--- src/rtl/shift_cmd_sequencer.sv ---
// Command FIFO feeding an 8-bit barrel shifter in passes of <=7. Result valid 1+ceil(amt/7) cycles after pop and held until res_ready.
// cmd_ready drops while the FIFO is full. Define SEQ_SATURATE_EN to resolve amounts >= 8 to zero at pop without driving the shifter.

module shift_cmd_fifo #(
   parameter int W     = 13,
   parameter int DEPTH = 4
) (
   input  logic         i_clk,
   input  logic         i_rst,
   input  logic         i_push,
   input  logic         i_pop,
   input  logic [W-1:0] i_dat,
   output logic [W-1:0] o_dat,
   output logic         o_full,
   output logic         o_empty
);
   localparam int          AW     = (DEPTH > 1) ? $clog2(DEPTH) : 1;
   localparam logic [AW:0] L_FULL = (AW+1)'(DEPTH);

   logic [W-1:0]  r_mem [DEPTH];
   logic [AW-1:0] r_wr_ptr;
   logic [AW-1:0] r_rd_ptr;
   logic [AW:0]   r_count;
   logic          w_push;
   logic          w_pop;

   // A pop never frees space for a push in the same cycle.
   assign o_full  = (r_count == L_FULL);
   assign o_empty = (r_count == '0);
   assign w_push  = i_push && !o_full;
   assign w_pop   = i_pop && !o_empty;
   assign o_dat   = r_mem[r_rd_ptr];

   always_ff @(posedge i_clk) begin
      if (i_rst) begin
         r_wr_ptr <= '0;
         r_rd_ptr <= '0;
         r_count  <= '0;
      end else begin
         if (w_push) begin
            r_mem[r_wr_ptr] <= i_dat;
            r_wr_ptr        <= r_wr_ptr + AW'(1);
         end
         if (w_pop) begin
            r_rd_ptr <= r_rd_ptr + AW'(1);
         end
         if (w_push && !w_pop) begin
            r_count <= r_count + (AW+1)'(1);
         end else if (w_pop && !w_push) begin
            r_count <= r_count - (AW+1)'(1);
         end
      end
   end
endmodule

module shift_cmd_sequencer #(
   parameter int DATA_W     = 8,
   parameter int AMT_W      = 4,
   parameter int FIFO_DEPTH = 4
) (
   input  logic              i_clk,
   input  logic              i_rst,
   input  logic              i_cmd_valid,
   output logic              o_cmd_ready,
   input  logic [DATA_W-1:0] i_cmd_data,
   input  logic [AMT_W-1:0]  i_cmd_amt,
   input  logic              i_cmd_dir,
   output logic [DATA_W-1:0] o_sh_x,
   output logic [2:0]        o_sh_sel,
   output logic              o_sh_cntrl,
   input  logic [DATA_W-1:0] i_sh_z,
   output logic              o_res_valid,
   input  logic              i_res_ready,
   output logic [DATA_W-1:0] o_res_data,
   output logic              o_busy
);
   typedef struct packed {
      logic [DATA_W-1:0] data;
      logic [AMT_W-1:0]  amt;
      logic              dir;
   } cmd_t;

   typedef enum logic [1:0] {S_IDLE, S_SHIFT, S_DONE} state_t;

   localparam logic [AMT_W-1:0] L_MAX_STEP = AMT_W'(7);
`ifdef SEQ_SATURATE_EN
   localparam logic [AMT_W-1:0] L_SAT_AMT  = AMT_W'(8);
`endif

   function automatic logic [2:0] f_step(input logic [AMT_W-1:0] a);
      return (a > L_MAX_STEP) ? 3'd7 : a[2:0];
   endfunction

   cmd_t             w_fifo_in;
   cmd_t             w_head;
   logic             w_full;
   logic             w_empty;
   logic             w_pop;
   logic [AMT_W-1:0] w_rem_nxt;

   state_t           r_state;
   logic [AMT_W-1:0] r_rem;
   logic [DATA_W-1:0] r_sh_x;
   logic [2:0]       r_sh_sel;
   logic             r_sh_cntrl;
   logic             r_res_valid;
   logic [DATA_W-1:0] r_res_data;

   assign w_fifo_in = '{data: i_cmd_data, amt: i_cmd_amt, dir: i_cmd_dir};
   assign w_pop     = (r_state == S_IDLE) && !w_empty;
   assign w_rem_nxt = r_rem - AMT_W'(f_step(r_rem));

   shift_cmd_fifo #(
      .W     ($bits(cmd_t)),
      .DEPTH (FIFO_DEPTH)
   ) u_fifo (
      .i_clk   (i_clk),
      .i_rst   (i_rst),
      .i_push  (i_cmd_valid),
      .i_pop   (w_pop),
      .i_dat   (w_fifo_in),
      .o_dat   (w_head),
      .o_full  (w_full),
      .o_empty (w_empty)
   );

   assign o_cmd_ready = !w_full;
   assign o_busy      = (r_state != S_IDLE) || !w_empty;
   assign o_sh_x      = r_sh_x;
   assign o_sh_sel    = r_sh_sel;
   assign o_sh_cntrl  = r_sh_cntrl;
   assign o_res_valid = r_res_valid;
   assign o_res_data  = r_res_data;

   // r_sh_x doubles as the accumulator and r_sh_cntrl as the direction while shifting.
   always_ff @(posedge i_clk) begin
      if (i_rst) begin
         r_state     <= S_IDLE;
         r_rem       <= '0;
         r_sh_x      <= '0;
         r_sh_sel    <= '0;
         r_sh_cntrl  <= 1'b0;
         r_res_valid <= 1'b0;
         r_res_data  <= '0;
      end else begin
         case (r_state)
            S_IDLE: begin
               if (!w_empty) begin
                  r_rem <= w_head.amt;
`ifdef SEQ_SATURATE_EN
                  if (w_head.amt >= L_SAT_AMT) begin
                     r_rem       <= '0;
                     r_state     <= S_DONE;
                     r_res_valid <= 1'b1;
                     r_res_data  <= '0;
                  end else
`endif
                  if (w_head.amt == '0) begin
                     r_state     <= S_DONE;
                     r_res_valid <= 1'b1;
                     r_res_data  <= w_head.data;
                  end else begin
                     r_state    <= S_SHIFT;
                     r_sh_x     <= w_head.data;
                     r_sh_sel   <= f_step(w_head.amt);
                     r_sh_cntrl <= w_head.dir;
                  end
               end
            end
            S_SHIFT: begin
               r_rem <= w_rem_nxt;
               if (w_rem_nxt == '0) begin
                  r_state     <= S_DONE;
                  r_res_valid <= 1'b1;
                  r_res_data  <= i_sh_z;
                  r_sh_x      <= '0;
                  r_sh_sel    <= '0;
                  r_sh_cntrl  <= 1'b0;
               end else begin
                  r_sh_x   <= i_sh_z;
                  r_sh_sel <= f_step(w_rem_nxt);
               end
            end
            S_DONE: begin
               if (i_res_ready) begin
                  r_state     <= S_IDLE;
                  r_res_valid <= 1'b0;
                  r_res_data  <= '0;
               end
            end
            default: r_state <= S_IDLE;
         endcase
      end
   end
endmodule

--- config.mk ---
export PLATFORM = sky130hd
export DESIGN_NAME = shift_cmd_sequencer
export DESIGN_NICKNAME = d
export VERILOG_FILES = /design/src/rtl/shift_cmd_sequencer.sv
export SDC_FILE = /design/constraint.sdc
export NUM_CORES = 1
export LEC_CHECK = 0
export CAP_MARGIN = 20
export CORE_MARGIN = 2
export CORE_UTILIZATION = 45
export CTS_CLUSTER_DIAMETER = 200
export DETAILED_ROUTE_END_ITERATION = 12
export PLACE_DENSITY = 0.66
export SYNTH_ARGS = -nofsm -noshare
export SYNTH_HDL_FRONTEND = slang
export SYNTH_SLANG_ARGS = --single-unit
export TNS_END_PERCENT = 50
--- constraint.sdc ---
create_clock -name i_clk -period 3.35 [get_ports i_clk]
set_input_delay 0.67 -clock i_clk [delete_from_list [all_inputs] [get_ports i_clk]]
set_output_delay 0.67 -clock i_clk [all_outputs]
set_load 0.02 [all_outputs]
==> results.sh <==
export IMPL_crit_fanout=7
export IMPL_dr_pass1_iters=4
export IMPL_synth_edf_count=52
export IMPL_power_leakage_nw=1.61
export IMPL_fill_cells=697
export IMPL_yosysWarnings=0
export IMPL_routedWlPerCell_um=15.2
export IMPL_dp_hpwl_um=4970
export IMPL_synth_distinct_cells=46
export IMPL_gp_congestion=0.860
export IMPL_ys_ff_latch=88
export IMPL_final_max_slew_viol_count=0
export IMPL_clock_sinks=88
export IMPL_ff2ff_path_depth=5
export IMPL_final_common_cell="edfxtp_1"
export IMPL_die_area_um2=9280
export IMPL_arrival_ps=2180
export IMPL_grt_max_degree=36
export IMPL_grt_pass1_vias=2258
export IMPL_clk_transition_reported_paths_ps=100
export IMPL_synth_top_area_cell="edfxtp_1"
export IMPL_syn_inst=304
export IMPL_period_share_pct=85.0
export IMPL_setup_viol=0
export IMPL_crit_type="register to output port"
export IMPL_drt_total_wl_um=7020
export IMPL_core_um2=8260
export IMPL_synth_area_um2=3840
export IMPL_synthesis_nets=341
export IMPL_start_util_pct=46.5
export IMPL_worstSkewPairLatency_ps=360
export IMPL_vias=2385
export IMPL_rows=33
export IMPL_cts_made_buffers=9
export IMPL_drive_above_1_share_pct=13.5
export IMPL_power_density_nw_per_um2=817
export IMPL_ys_flop_type="edfxtp_1"
export IMPL_fmax_mhz=351
export IMPL_vdd_drop_max_mv=0.281
export IMPL_synth_async_reset_ratio_pct=0
export IMPL_syn_area_per_cell_um2=12.6
export IMPL_hold_buffers=0
export IMPL_h_tree_depth=3
export IMPL_io_pins=48
export IMPL_min_path_type="register to register"
export IMPL_grt_usage_pct=16.2
export IMPL_worstSetupStartpointType="register"
export IMPL_final_cell_mix="52 x edfxtp_1, 47 x clkdlybuf4s50_1, 36 x dfxtp_1"
export IMPL_grt_pass1_wl_um=11200
export IMPL_crit_required_ps=2680
export IMPL_nets=388
export IMPL_cts_setup_buffers=0
export IMPL_syn2layout_area_growth_pct=19.7
export IMPL_final_design_area_no_fill_um2=4590
export IMPL_ctsResizeCount=0
export IMPL_ys_seq_area_share_pct=59.5
export IMPL_fp_dieW_um=96.3
export IMPL_drt_iter0_drc=30
export IMPL_rsz0062_at_grt="false"
export IMPL_cts_tree="done"
export IMPL_status="finished, final reports clean"
export IMPL_synth_area_top_cells="edfxtp_1 41%, dfxtp_1 19%, mux4_2 7.0%, ha_1 3.6%, a211oi_2 2.6%"
export IMPL_period_needed_ps=2850
export IMPL_numPortBuffers=47
export IMPL_worst_pin_slew_ps=682
export IMPL_synth_top_area_share_pct=40.7
export IMPL_cts_buffer_depth=2
export IMPL_max_slew_margin_pct=54.5
export IMPL_antenna_found_initial=0
export IMPL_die_h_um=96.3
export IMPL_diodes=0
export IMPL_clockRootBuffer="clkbuf_8"
export IMPL_drc_errors=0
export IMPL_end_kind="output port"
export IMPL_whs_path_depth=2
export IMPL_final_antenna_net_count=0
export IMPL_cap_viol_max_count=0
export IMPL_vias_per_cell=5.17
export IMPL_skew_ps=10.2
export IMPL_hold_viol=0
export IMPL_place_area_um2=4400
export IMPL_fin_tns_setup_ps=0
export IMPL_overflow=0
export IMPL_rrSetupSlack_ps=750
[metrics by stage]
stage          instances  util [%]  hold slack [ps]  setup WS [ps]  total power [mW]
3_3_place_gp         445      53.3              454            714              3.04
3_5_place_dp         445      53.3              455            673              3.07
5_1_grt              461      55.6              486            401              4.01
6_report             461      55.6              465            504              3.75
2_1_floorplan        304         -              469           1110              2.62
4_1_cts              461      55.6              470            490              3.78
[worst max-delay path, stage by stage (launching register included)]
cell and delay [ps]:
dfxtp_1 360, inv_1 90, ha_1 280, or4b_1 530
clkdlybuf4s50_1 570
[synth_stat cells, drive strengths merged (2+ instances only)]
master	n
a311oi	10
ha	11
nand3	12
inv	26
and2	6
nand2	22
a21boi	3
nor2	24
mux2i	3
a211oi	15
or3	3
clkbuf	11
mux4	13
nor2b	2
edfxtp	52
nand2b	3
buf	6
xor2	4
a21oi	5
nor3	8
o21ai	10
nand4	2
a31oi	2
dfxtp	36
or2	3
[cell families after synthesis]
kind of cell               after synthesis  share of synthesized area, %
AOI/OAI and AO/OA                       50                          10.3
xor gates and xnor gates                 5                          1.14
adders and majority gates               12                          4.11
buffers and inverters                   43                          4.66
DFF                                     88                          59.5
muxes                                   17                          8.80
and+or+nand+nor                         89                          11.5
[flip-flops by register name (all words and copies together), names as in the netlist, named ones only]
name	count
u_fifo.r_count	3
o_res_data	8
r_state	2
o_sh_x	8
o_res_valid	1
o_sh_sel	3
o_sh_cntrl	1
r_rem	4
u_fifo.r_rd_ptr	2
u_fifo.r_wr_ptr	2
u_fifo.r_mem	52
[per-layer routing]
| layer | share of wire (%) | wire (µm) | vias up | GRT usage, % |
|---|---|---|---|---|
| li1 | - | - | 1202 | - |
| met2 | 47 | 3310 | 35 | 26.7 |
| met1 | 48 | 3370 | 1139 | 21.7 |
| met5 | 0 | 0 | - | 0 |
| met4 | 1.7 | 116 | 0 | 5.99 |
| met3 | 3.2 | 224 | 9 | 2.66 |
[power breakdown]
| part | total (mW) | internal (mW) | switching [mW] |
|---|---|---|---|
| Clock | 0.707 | 0.291 | 0.416 |
| Combinational | 1.58 | 0.700 | 0.880 |
| Sequential | 1.46 | 1.33 | 0.134 |
| Total | 3.75 | 2.32 | 1.43 |
[final cells by class]
class                      count  area, µm²  share of cell area, %
multi-input combinational    173       1380                   30.0
timing repair buffer          53        515                   11.2
clock inverter                 7       65.1                   1.42
sequential                    88       2280                   49.7
tap                          105        131                   2.86
inverter                      26       97.6                   2.13
clock buffer                   9        124                   2.70
[final timing paths]
path,start,to
min reg2reg,o_res_data[3],o_res_data[3]
max,r_state[0],o_busy
min,o_res_data[3],o_res_data[3]
max reg2reg,register,o_res_data[7]
Power figures use the tool's default switching activity.
